==> config.mk <==
export PLATFORM = sky130hd
export DESIGN_NAME = hazard_fwd_unit
export DESIGN_NICKNAME = d
export VERILOG_FILES = /design/src/rtl/cpu_hazard_pkg.sv /design/src/rtl/hazard_fwd_port.sv /design/src/rtl/hazard_fwd_unit.sv
export SDC_FILE = /design/constraint.sdc
export NUM_CORES = 1
export LEC_CHECK = 0
export ABC_AREA = 1
export CELL_PAD_IN_SITES_DETAIL_PLACEMENT = 1
export CELL_PAD_IN_SITES_GLOBAL_PLACEMENT = 1
export CORE_MARGIN = 10
export CORE_UTILIZATION = 23
export DETAILED_ROUTE_END_ITERATION = 8
export HOLD_SLACK_MARGIN = 0.02
export PLACE_DENSITY = 0.86
export SYNTH_ARGS = -nofsm -noshare
export SYNTH_HDL_FRONTEND = slang
export SYNTH_HIERARCHICAL = 1
export SYNTH_SLANG_ARGS = --single-unit
==> constraint.sdc <==
create_clock -name clk -period 2.3 [get_ports clk]
set_clock_uncertainty 0.05 [all_clocks]
set_input_delay 0.46 -clock clk [delete_from_list [all_inputs] [get_ports clk]]
set_output_delay 0.46 -clock clk [all_outputs]
set_load 0.005 [all_outputs]
==> src/rtl/cpu_hazard_pkg.sv <==
// Shared encodings, record type and default widths for the D-stage hazard/forwarding unit.
package cpu_hazard_pkg;

  localparam int NUM_RD_DEF = 2;
  localparam int DEPTH_DEF  = 3;
  localparam int DATA_W_DEF = 32;
  localparam int ADDR_W_DEF = 5;
  localparam int T_W_DEF    = 2;
  localparam int SEL_BITS   = 3;

  localparam logic [SEL_BITS-1:0] SEL_RF = 3'd0;
  localparam logic [SEL_BITS-1:0] SEL_E  = 3'd1;
  localparam logic [SEL_BITS-1:0] SEL_M  = 3'd2;
  localparam logic [SEL_BITS-1:0] SEL_W  = 3'd3;

  typedef struct packed {
    logic                  valid;
    logic [ADDR_W_DEF-1:0] addr;
    logic [T_W_DEF-1:0]    tnew;
  } stage_rec_t;

endpackage

==> src/rtl/hazard_fwd_port.sv <==
// One read port: youngest-match search over the stage records, giving hazard and selected operand.
module hazard_fwd_port
  import cpu_hazard_pkg::*;
#(
  parameter int DEPTH  = DEPTH_DEF,
  parameter int DATA_W = DATA_W_DEF,
  parameter int ADDR_W = ADDR_W_DEF,
  parameter int T_W    = T_W_DEF
) (
  input  logic [ADDR_W-1:0]       rd_addr,
  input  logic [T_W-1:0]          tuse,
  input  logic [DATA_W-1:0]       rf_data,
  input  logic [DEPTH-1:0]        rec_live,
  input  logic [DEPTH*ADDR_W-1:0] rec_addr,
  input  logic [DEPTH*T_W-1:0]    rec_tnew,
  input  logic [DEPTH*DATA_W-1:0] tap_data,
  output logic                    hazard,
  output logic [DATA_W-1:0]       data,
  output logic [SEL_BITS-1:0]     sel
);

  // Walk from oldest to youngest so the youngest match overwrites the rest.
  always_comb begin
    hazard = 1'b0;
    data   = rf_data;
    sel    = SEL_RF;
    for (int k = DEPTH - 1; k >= 0; k--) begin
      if (rec_live[k] && (rec_addr[k*ADDR_W +: ADDR_W] == rd_addr)) begin
        hazard = (rec_tnew[k*T_W +: T_W] > tuse);
        data   = tap_data[k*DATA_W +: DATA_W];
        sel    = SEL_E + SEL_BITS'(k);
      end
    end
  end

endmodule

==> src/rtl/hazard_fwd_unit.sv <==
// D-stage hazard detection and operand forwarding: tracks in-flight writers per stage and
// resolves stall plus per-port forwarding source.
module hazard_fwd_unit
  import cpu_hazard_pkg::*;
#(
  parameter int NUM_RD = NUM_RD_DEF,
  parameter int DEPTH  = DEPTH_DEF,
  parameter int DATA_W = DATA_W_DEF,
  parameter int ADDR_W = ADDR_W_DEF,
  parameter int T_W    = T_W_DEF
) (
  input  logic                       clk,
  input  logic                       reset,
  input  logic                       d_valid,
  input  logic [NUM_RD*ADDR_W-1:0]   d_rd_addr,
  input  logic [NUM_RD*T_W-1:0]      d_tuse,
  input  logic [NUM_RD*DATA_W-1:0]   d_rf_data,
  input  logic                       d_wr_en,
  input  logic [ADDR_W-1:0]          d_wr_addr,
  input  logic [T_W-1:0]             d_tnew,
  input  logic                       ext_stall,
  input  logic [DEPTH*DATA_W-1:0]    tap_data,
  output logic                       stall,
  output logic [NUM_RD*DATA_W-1:0]   fwd_data,
  output logic [NUM_RD*SEL_BITS-1:0] fwd_sel
);

  logic [DEPTH-1:0]        rec_valid;
  logic [DEPTH*ADDR_W-1:0] rec_addr;
  logic [DEPTH*T_W-1:0]    rec_tnew;
  logic [DEPTH-1:0]        rec_live;
  logic [NUM_RD-1:0]       port_hazard;

  // Writes to $0 are discarded by the GRF, so such records never match.
  for (genvar k = 0; k < DEPTH; k++) begin : g_live
    assign rec_live[k] = rec_valid[k] && (rec_addr[k*ADDR_W +: ADDR_W] != '0);
  end

  for (genvar i = 0; i < NUM_RD; i++) begin : g_port
    hazard_fwd_port #(
      .DEPTH  (DEPTH),
      .DATA_W (DATA_W),
      .ADDR_W (ADDR_W),
      .T_W    (T_W)
    ) u_port (
      .rd_addr  (d_rd_addr[i*ADDR_W +: ADDR_W]),
      .tuse     (d_tuse[i*T_W +: T_W]),
      .rf_data  (d_rf_data[i*DATA_W +: DATA_W]),
      .rec_live (rec_live),
      .rec_addr (rec_addr),
      .rec_tnew (rec_tnew),
      .tap_data (tap_data),
      .hazard   (port_hazard[i]),
      .data     (fwd_data[i*DATA_W +: DATA_W]),
      .sel      (fwd_sel[i*SEL_BITS +: SEL_BITS])
    );
  end

  assign stall = ext_stall | (|port_hazard);

  // Downstream stages always advance; a stalled D injects a bubble into E.
  always_ff @(posedge clk) begin
    if (!reset) begin
      rec_valid <= '0;
      rec_addr  <= '0;
      rec_tnew  <= '0;
    end else begin
      rec_valid[0]          <= d_valid & d_wr_en & ~stall;
      rec_addr[0 +: ADDR_W] <= d_wr_addr;
      rec_tnew[0 +: T_W]    <= d_tnew;
      for (int k = 1; k < DEPTH; k++) begin
        rec_valid[k]                <= rec_valid[k-1];
        rec_addr[k*ADDR_W +: ADDR_W] <= rec_addr[(k-1)*ADDR_W +: ADDR_W];
        rec_tnew[k*T_W +: T_W]      <= (rec_tnew[(k-1)*T_W +: T_W] == '0) ? '0
                                       : rec_tnew[(k-1)*T_W +: T_W] - T_W'(1);
      end
    end
  end

endmodule

==> impl_summary.md <==
Timing
The final critical-path setup slack is -0.385 ns. The fraction of the cycle the final worst path needs is 1.17. For the pin with the worst max-slew slack, the measured transition is 0.620 ns. Setup repair after global routing could not meet its margin everywhere. The minimum clock period is 2.69 ns. Setup violations remaining at the end of the flow were counted as 68. The maximum frequency from static timing analysis is 372 MHz.

The final number of hold-violating endpoints is 0. The worst slew slack as a fraction of its limit is 0.585. Setup total negative slack on the finished layout was measured at -17.14 ns. The max-slew violation total from the final report is 0.

Placement
Routability-driven placement finished with a final weighted congestion of roughly 0.87. The count of buffers from port buffering is between 200 and 300. Detailed placement finished with a half-perimeter wire length of 21900 µm.

Floorplan
The die area is 0.0246 mm². The die is around 160 µm wide. The number of rows created at floorplan is 49. The overall die height is approximately 160 µm. The number of top-level design ports is ~260.

The initial utilization of the core area, before any placement, comes to 0.237. The core region is 0.0182 mm².

Routing
The number of nets still failing antenna checks after routing is 0. The total detailed-routing wirelength is around 33000 µm. The length of the first detailed-routing pass in iterations is 7. In the routed layout, each cell is associated on average with a via count of 5.26.

The via count is around 7.7k. The number of DRC markers in iteration 0 is about 460. The residual DRC count is 0.

The routed length per instance is 22.7 µm.

Global route
The global-route congestion overflow total is 0. The via count of the first global-routing pass is 8169. The first global-routing pass estimated 46300 µm of wire. The global-route usage over all layers is 0.240. The initial antenna violation count came to 1. Entering global routing, the biggest net connects 31 pins.

Clock network
Clock-pin slew was measured on the worst setup and hold paths at 0.06 ns. The TritonCTS clock tree is yes. The buffer type at the clock tree root is clkbuf_16. The total number of H-tree levels is 1. For this design, the CTS-stage hold fixing added 0 buffers. The clock passes through at most 2 buffers. Buffers inserted during clock tree synthesis total 3. The clock reaches the later pin of the worst-skew pair after 0.25 ns. The total clock sinks is 24.

Worst hold path
The path type of the worst min-delay path is flop to flop.

Logic synthesis
The number of unique standard cell types used by synthesis is 23. Yosys attributes the largest share of cell area to nor2_1, nand2_1, nand3_1, dfxtp_1, nand4_1. Of all flip-flops after synthesis, the portion carrying an async set or reset was 0. The most common cell in the netlist is nor2_1. The post-synthesis instance area is 0.00431 mm². For this run, the register share of the synthesized area comes to 0.112. The number of flops mapped to enable cells by yosys is 0. Synthesis handed over a netlist of 866 instances.

The most used flip-flop cell after synthesis is dfxtp_1. Counting every net in the synthesized netlist gives 1066. The number of synthesized register bits is 24. Sorting the synthesized cells by how often they occur yields nor2_1, nand2_1, nand3_1. Of the post-synthesis cell area, the dominant cell type holds 0.197. The warning count from the yosys run is 6. The post-synthesis area per instance is approximately 5.0 µm².

The leading area contributor after synthesis is nor2_1.

Power and ir drop
Power comes to approximately 0.0019 W. The worst supply voltage drop on vdd is between 0.4 and 0.5 mV. The analysis attributes to cell leakage a power of ~4.8 nW. Dividing total power by cell area gives a power density of between 200 and 250 mW/mm².

Finish
In the final layout, the share of cells above drive strength 1 is 0.374. The area overhead of the layout relative to synthesis is 118%. The count of nets after finishing is 1428.

Critical path
The kind of end point of the critical path is a primary output. Data on the critical path is required at its endpoint by 1.79 ns. STA puts the critical path data arrival time at 2.18 ns. The maximum fanout along the worst path is 7. The critical path is of the flop to primary output type. STA classifies the critical path startpoint as a flop.

Status
The final reports fail on setup timing. The flow ran to the end, but the final reports show violations.

Run
Max-cap violations in this run came to 0.
path summary, 6_finish.rpt:
| path | slack, ns | endpoint | start | cells after the start |
|---|---|---|---|---|
| max | -0.39 | fwd_data[47] | rec_addr[6] | 15 |
| min | 0.39 | rec_valid[1] | rec_valid[0] | 2 |
| min reg2reg | 0.39 | rec_valid[1] | rec_valid[0] | 2 |
| max reg2reg | -0.12 | rec_valid[0] | rec_addr[2] | 15 |
area by class of cell:
type                       instances  area [µm²]
antenna                            4        10.0
clock buffer                       3        75.1
fill                            2333        8810
inverter                          79         302
multi-input combinational        701        3970
sequential                        24         500
tap                              229         287
timing repair buffer             419        4250
stage by stage:
step           hold WS [ns]  cells  area, µm²  worst slack [ns]  utilization
6_report              0.387   1459       9390            -0.385        0.516
2_1_floorplan         0.357    866       4310             0.226            -
4_1_cts               0.395   1442       8920            -0.311        0.490
3_3_place_gp          0.364   1381       7760            -0.942        0.426
5_1_grt               0.411   1456       9390            -0.488        0.515
3_5_place_dp          0.383   1381       7760            -0.974        0.426
report_power, final:
part	switching (W)	total, W	internal (W)
combinational	0.000495	0.00106	0.000570
sequential	0.0000186	0.000454	0.000435
clock	0.000134	0.000364	0.000230
flip-flops by register name, summed over array words and instances (netlist names):
register   count
rec_valid      3
rec_tnew       6
rec_addr      15
per-layer routing:
| layer | vias up | track usage | share of wire |
|---|---|---|---|
| met5 | - | 0 | 0 |
| met3 | 83 | 0.0461 | 0.073 |
| li1 | 3513 | - | - |
| met1 | 3741 | 0.273 | 0.39 |
| met2 | 343 | 0.431 | 0.50 |
| met4 | 0 | 0.0930 | 0.042 |
timing repair:
item,4_1_cts,5_1_grt
endpoints found under the setup margin,70,70
endpoints found under the hold margin,0,0
setup buffers,51,19
gates resized for setup,475,131
pin swaps,88,97
cloned,15,4
cells by family after synthesis:
family / count (synthesis) / share of synthesized area
adders and majority gates: 14 / 0.0407
other: 2 / 0.00174
xor gates and xnor gates: 4 / 0.00813
buffers and inverters: 141 / 0.148
AOI/OAI and AO/OA: 20 / 0.0244
and+or+nand+nor: 661 / 0.666
DFF: 24 / 0.112
worst max-delay path, cell delays in order (launching register included):
cell and delay, ns:
dfxtp_2 0.34, buf_4 0.14, inv_1 0.05, nand2_1 0.11, nand2_2 0.08, nor2_4 0.14, buf_6 0.12, buf_6 0.09
buf_8 0.12, buf_12 0.13, buf_6 0.10, nand4_1 0.10, nand2_1 0.10, nor2_1 0.06, nor2_1 0.10, buf_2 0.13
cells in the final DEF (no fill, tap or decap), types with 9 or more instances in the layout:
| cell type | instances |
|---|---|
| nor2_1 | 177 |
| nand2_1 | 172 |
| nand2_2 | 45 |
| buf_16 | 9 |
| buf_6 | 46 |
| dfxtp_1 | 10 |
| nor2_4 | 14 |
| ha_1 | 9 |
| nor2_2 | 45 |
| buf_12 | 25 |
| nand3_1 | 74 |
| dfxtp_2 | 13 |
| buf_4 | 77 |
| inv_1 | 61 |
| inv_2 | 16 |
| nand3_2 | 54 |
| nand4_1 | 64 |
| clkdlybuf4s50_1 | 172 |
| buf_2 | 63 |
No activity file was read; power rests on OpenSTA's default activity.
